`src/rtl/uart_tx_sched_pkg.sv`:
```
// uart_tx_sched_pkg: shared TX scheduler state encoding and parameter defaults.
package uart_tx_sched_pkg;
  typedef enum logic [1:0] {
    IDLE    = 2'd0,
    START   = 2'd1,
    WAIT_HI = 2'd2,
    WAIT_LO = 2'd3
  } sched_state_t;
  localparam int N_REQ_DEF    = 4;
  localparam int BUSY_TMO_DEF = 15;
endpackage

```
`src/rtl/uart_tx_sched_rr_pick.sv`:
```
// uart_rr_pick: combinational round-robin search starting just after last_gnt.
module uart_rr_pick
  import uart_tx_sched_pkg::*;
#(
  parameter int N_REQ = N_REQ_DEF,
  parameter int IW    = $clog2(N_REQ)
) (
  input  logic [N_REQ-1:0] req,
  input  logic [IW-1:0]    last_gnt,
  output logic [N_REQ-1:0] win_oh,
  output logic [IW-1:0]    win_idx
);
  // Walk offsets from farthest to nearest so the nearest requester wins.
  always_comb begin
    win_idx = '0;
    for (int i = N_REQ; i >= 1; i--)
      if (req[(int'(last_gnt) + i) % N_REQ]) win_idx = IW'((int'(last_gnt) + i) % N_REQ);
    win_oh = (|req) ? (N_REQ'(1) << win_idx) : '0;
  end
endmodule

```
`src/rtl/uart_tx_sched.sv`:
```
// uart_tx_sched: round-robin byte scheduler feeding a UART transmitter.
module uart_tx_sched
  import uart_tx_sched_pkg::*;
#(
  parameter int N_REQ    = N_REQ_DEF,
  parameter int BUSY_TMO = BUSY_TMO_DEF
) (
  input  logic                 clk,
  input  logic                 rstn,
  input  logic [N_REQ-1:0]     req,
  input  logic [8*N_REQ-1:0]   req_data,
  output logic [N_REQ-1:0]     gnt,
  output logic [N_REQ-1:0]     done,
  output logic                 err_tmo,
  output logic                 tx_start,
  output logic [7:0]           tx_data,
  input  logic                 tx_busy,
  output logic                 sched_busy
);
  localparam int IW = $clog2(N_REQ);
  localparam int CW = $clog2(BUSY_TMO + 1);

  sched_state_t     r_state, w_next;
  logic [CW-1:0]    r_cnt;
  logic [IW-1:0]    r_last, r_win, w_pick_idx;
  logic [N_REQ-1:0] r_win_oh, w_pick_oh, w_gnt_n, w_done_n;
  logic             w_grab, w_tmo, w_fin;

  uart_rr_pick #(.N_REQ(N_REQ), .IW(IW)) u_pick (
    .req      (req),
    .last_gnt (r_last),
    .win_oh   (w_pick_oh),
    .win_idx  (w_pick_idx)
  );

  always_ff @(posedge clk or negedge rstn)
    if (!rstn) r_state <= IDLE;
    else       r_state <= w_next;

  always_comb begin
    w_next = r_state;
    case (r_state)
      IDLE:    w_next = (|req && !tx_busy) ? START : IDLE;
      START:   w_next = WAIT_HI;
      WAIT_HI: w_next = tx_busy ? WAIT_LO : (w_tmo ? IDLE : WAIT_HI);
      WAIT_LO: w_next = tx_busy ? WAIT_LO : IDLE;
      default: w_next = IDLE;
    endcase
  end

  // Next values of the pulse outputs; they are registered so each lands one cycle later.
  always_comb begin
    w_grab   = (r_state == IDLE) && |req && !tx_busy;
    w_tmo    = (r_state == WAIT_HI) && !tx_busy && (r_cnt == CW'(BUSY_TMO - 1));
    w_fin    = (r_state == WAIT_LO) && !tx_busy;
    w_gnt_n  = w_grab ? w_pick_oh : '0;
    w_done_n = w_fin ? r_win_oh : '0;
  end

  always_ff @(posedge clk or negedge rstn)
    if (!rstn) begin
      gnt        <= '0;
      done       <= '0;
      err_tmo    <= 1'b0;
      tx_start   <= 1'b0;
      tx_data    <= 8'h00;
      sched_busy <= 1'b0;
      r_cnt      <= '0;
      r_last     <= IW'(N_REQ - 1);
      r_win      <= '0;
      r_win_oh   <= '0;
    end else begin
      gnt        <= w_gnt_n;
      done       <= w_done_n;
      err_tmo    <= w_tmo;
      tx_start   <= w_grab;
      sched_busy <= (w_next != IDLE);
      if (w_grab) begin
        r_win    <= w_pick_idx;
        r_win_oh <= w_pick_oh;
        tx_data  <= req_data[{w_pick_idx, 3'b000} +: 8];
      end
      if (r_state == START) begin
        r_last <= r_win;
        r_cnt  <= '0;
      end else if (r_state == WAIT_HI && !tx_busy) r_cnt <= r_cnt + 1'b1;
    end
endmodule

```
`config.mk`:
```
export PLATFORM = sky130hd
export DESIGN_NAME = uart_tx_sched
export DESIGN_NICKNAME = d
export VERILOG_FILES = /design/src/rtl/uart_tx_sched_pkg.sv /design/src/rtl/uart_tx_sched_rr_pick.sv /design/src/rtl/uart_tx_sched.sv
export SDC_FILE = /design/constraint.sdc
export NUM_CORES = 1
export LEC_CHECK = 0
export CAP_MARGIN = 20
export CORE_UTILIZATION = 47
export CTS_BUF_LIST = sky130_fd_sc_hd__clkbuf_8
export CTS_CLUSTER_DIAMETER = 80
export DETAILED_ROUTE_END_ITERATION = 16
export PLACE_DENSITY = 0.84
export RECOVER_POWER = 50
export SYNTH_ARGS = -nofsm -noshare
export SYNTH_HDL_FRONTEND = slang
export SYNTH_SLANG_ARGS = --single-unit
```
`constraint.sdc`:
```
create_clock -name clk -period 2.4 [get_ports clk]
set_input_delay 0.48 -clock clk [delete_from_list [all_inputs] [get_ports clk]]
set_output_delay 0.48 -clock clk [all_outputs]
set_load 0.02 [all_outputs]
```
==> flow_metrics.py <==
metrics = {
    "die": {
        "core_mm2": 0.00339,
        "die_x_um": 62.1,
        "die_h_um": 62.1,
        "dieArea_mm2": 0.00385,
        "initial_core_util_pct": 50.1,
        "num_rows": 21,
        "ios": 58,
    },
    "power_and_ir_drop": {
        "p_seq_share_pct": 37.3,
        "p_clk_share_pct": 16.9,
        "switchingPower_uw": 900,
        "p_leak_nw": 1.09,
        "power_frac_comb_pct": 45.9,
        "peakVddDrop_mv": 0.425,
        "p_int_mw": 1.55,
        "power_switching_share_pct": 36.8,
        "power.density_mw_per_mm2": 990,
    },
    "yosys": {
        "ys_async_sr_fraction_pct": 100,
        "yosysSeqAreaShare_pct": 48.8,
        "synth.distinct_cells": 41,
        "synth_edf_count": 0,
        "synth_warnings": 0,
        "synth_ff_type": "dfrtp_1",
        "syn-num-nets": 194,
        "ys_ff_latch": 33,
        "syn_inst": 153,
        "avgSynthCellArea_um2": 11.1,
        "synth_area_mm2": 0.00170,
    },
    "outcome": {
        "outcome": "completed",
    },
    "grt": {
        "grt_max_degree": 34,
        "gr-total-overflow": 0,
        "grt_use_total_pct": 25.5,
        "antenna_found_initial": 0,
        "grt_pass1_wl_um": 6820,
        "grt_pass1_vias": 1553,
    },
    "cts": {
        "insertion_delay_ns": 0.28,
        "postCtsSetupBuffers": 0,
        "cts_max_level": 2,
        "cts.sinks": 33,
        "root_buffer": "clkbuf_8",
        "clockBufferDepth": 2,
        "clkTransAtPathRegs_ns": 0.06,
        "hold_buffers": 0,
        "cts_buffers": 5,
        "ctsResizeCount": 0,
        "cts_tree": "built",
    },
    "sta": {
        "fmaxAchievable_mhz": 456,
        "finalClockSkew_ns": 0.00579,
        "hold_viol": 0,
        "post-route-period-util_pct": 91.4,
        "setup_ws_ns": 0.206,
        "setup_violations": 0,
        "rsz0062_at_grt": "no",
        "relSlewSlack_pct": 37.1,
        "worst_pin_slew_ns": 0.933,
        "drv_slew": 0,
        "finalCriticalPeriod_ns": 2.19,
    },
    "final_layout": {
        "area_delta_synth_final_pct": 45.6,
        "nNetsFinal": 267,
        "drive_gt1_share_pct": 17.7,
        "diodes": 0,
        "finalNonFillerCells": 272,
    },
    "critical_path": {
        "critPathKind": "in2reg",
        "crit_path_start_kind": "input port",
        "path_max_fanout": 10,
        "critPathCaptureType": "flop",
        "critPathRequiredTime_ns": 2.62,
        "critPathArrivalTime_ns": 2.42,
    },
    "job": {
        "maxCapViolations": 0,
    },
    "drt": {
        "ant_nets": 0,
        "vias": 1540,
        "initialDrtViolationCount": 119,
        "routedWlPerCell_um": 16.2,
        "route.detailed.drc": 0,
        "wl_um": 4410,
        "dr.pass1.iters": 4,
        "vias_per_cell": 5.66,
    },
    "placement": {
        "dp_cells": 265,
        "pre_cts_ws_ns": -0.0805,
        "port_buffers": 57,
        "gp_congestion": 0.803,
        "dpl.hpwl_um": 3390,
    },
    "hold_path": {
        "hold_path_class": "reg2reg",
    },
}
cell type report:
| class | instances | area [µm²] |
|---|---|---|
| clock buffer | 6 | 82.6 |
| clock inverter | 1 | 3.75 |
| fill | 252 | 920 |
| inverter | 5 | 18.8 |
| multi-input combinational | 108 | 795 |
| sequential | 33 | 828 |
| tap | 46 | 57.6 |
| timing repair buffer | 73 | 684 |
power groups by stage:
stage                     Sequential, mW  Combinational, mW  Clock (mW)
after floorplan                    0.959              0.622           0
final                              0.911               1.12       0.413
after global placement             0.902               1.07           0
after global routing               0.937               1.21       0.446
after CTS                          0.909               1.13       0.421
after detailed placement           0.911               1.12           0
state kept, by name, summed over array words and instances (netlist names):
register	flops
tx_data	8
gnt	4
r_cnt	4
r_last	2
r_win_oh	4
sched_busy	1
done	4
r_state	2
tx_start	1
r_win	2
err_tmo	1
synth_stat cells, types with 2 or more instances:
cell / n / area (µm²)
a21o_1: 4 / 30.0
a21oi_1: 11 / 55.1
a221o_1: 8 / 80.1
a22o_1: 2 / 17.5
and2_1: 5 / 31.3
buf_6: 3 / 33.8
dfrtp_1: 31 / 776
dfstp_2: 2 / 52.6
ha_1: 2 / 25.0
inv_1: 4 / 15.0
mux2_2: 5 / 56.3
mux2_4: 5 / 75.1
nand2_1: 6 / 22.5
nand2b_1: 3 / 18.8
nand3_1: 3 / 15.0
nand4_1: 9 / 56.3
nor2_1: 6 / 22.5
nor3_1: 3 / 15.0
nor3_4: 2 / 32.5
o21a_1: 2 / 15.0
o21ai_0: 9 / 45.0
o21ai_1: 2 / 10.0
o31ai_1: 8 / 60.1
cell usage in the layout (no fill, tap or decap), types with 6 or more instances in the layout:
master / instances
nand4_1: 9
nand2_1: 6
clkdlybuf4s50_1: 55
a21oi_1: 11
nor2_1: 6
o31ai_1: 8
clkbuf_8: 6
a221o_1: 8
buf_4: 14
dfrtp_1: 31
o21ai_0: 9
cells by family after synthesis:
group           Yosys count  synth area share, %
flops                    33                 48.8
compound gates           52                 21.6
buf+inv                  12                 4.35
simple gates             44                 16.0
fa+ha+maj                 2                 1.47
mux                      10                 7.74
metal layers:
metal / routed length (µm) / vias to the layer above / global-route usage [%]
met4: 116 / 0 / 10.8
met2: 2370 / 61 / 46.2
met1: 1710 / 739 / 27.5
li1: - / 725 / -
met5: 0 / - / 0
met3: 212 / 15 / 7.45
worst paths after layout:
check                                      start  slack (ns)                      end  depth (start not counted)
max                                      tx_busy        0.21  r_win_oh[0]$_DFFE_PN0N_                          7
max in group asynchronous                   rstn        1.10   tx_data[2]$_DFFE_PN0N_                          2
min                         r_win[0]$_DFFE_PN0N_        0.48     r_win[0]$_DFFE_PN0N_                          2
max reg2reg                r_last[0]$_DFFE_PN1P_        0.28   tx_data[4]$_DFFE_PN0N_                          6
min in group asynchronous                   rstn        0.80        err_tmo$_DFF_PN0_                          2
min reg2reg                 r_win[0]$_DFFE_PN0N_        0.48     r_win[0]$_DFFE_PN0N_                          2
per-stage QoR:
stage | instance area (µm²) | utilization [%] | hold WS (ns) | TNS [ns] | power [mW]
finish | 2470 | 72.9 | 0.480 | 0 | 2.45
global route | 2470 | 72.9 | 0.497 | 0 | 2.59
CTS | 2480 | 73.1 | 0.482 | 0 | 2.46
detailed placement | 2390 | 70.5 | 0.468 | -0.585 | 2.03
global placement | 2390 | 70.5 | 0.453 | 0 | 1.97
floorplan | 1700 | - | 0.184 | 0 | 1.58
critical path, cell delays in order:
cell and delay (ns):
dlygate4sd3_1 0.57, or2_4 0.25, a211o_1 0.39, inv_2 0.11, o21ai_2 0.15, nor4_2 0.32, a21o_1 0.13
(Power assumes the default switching activity.)
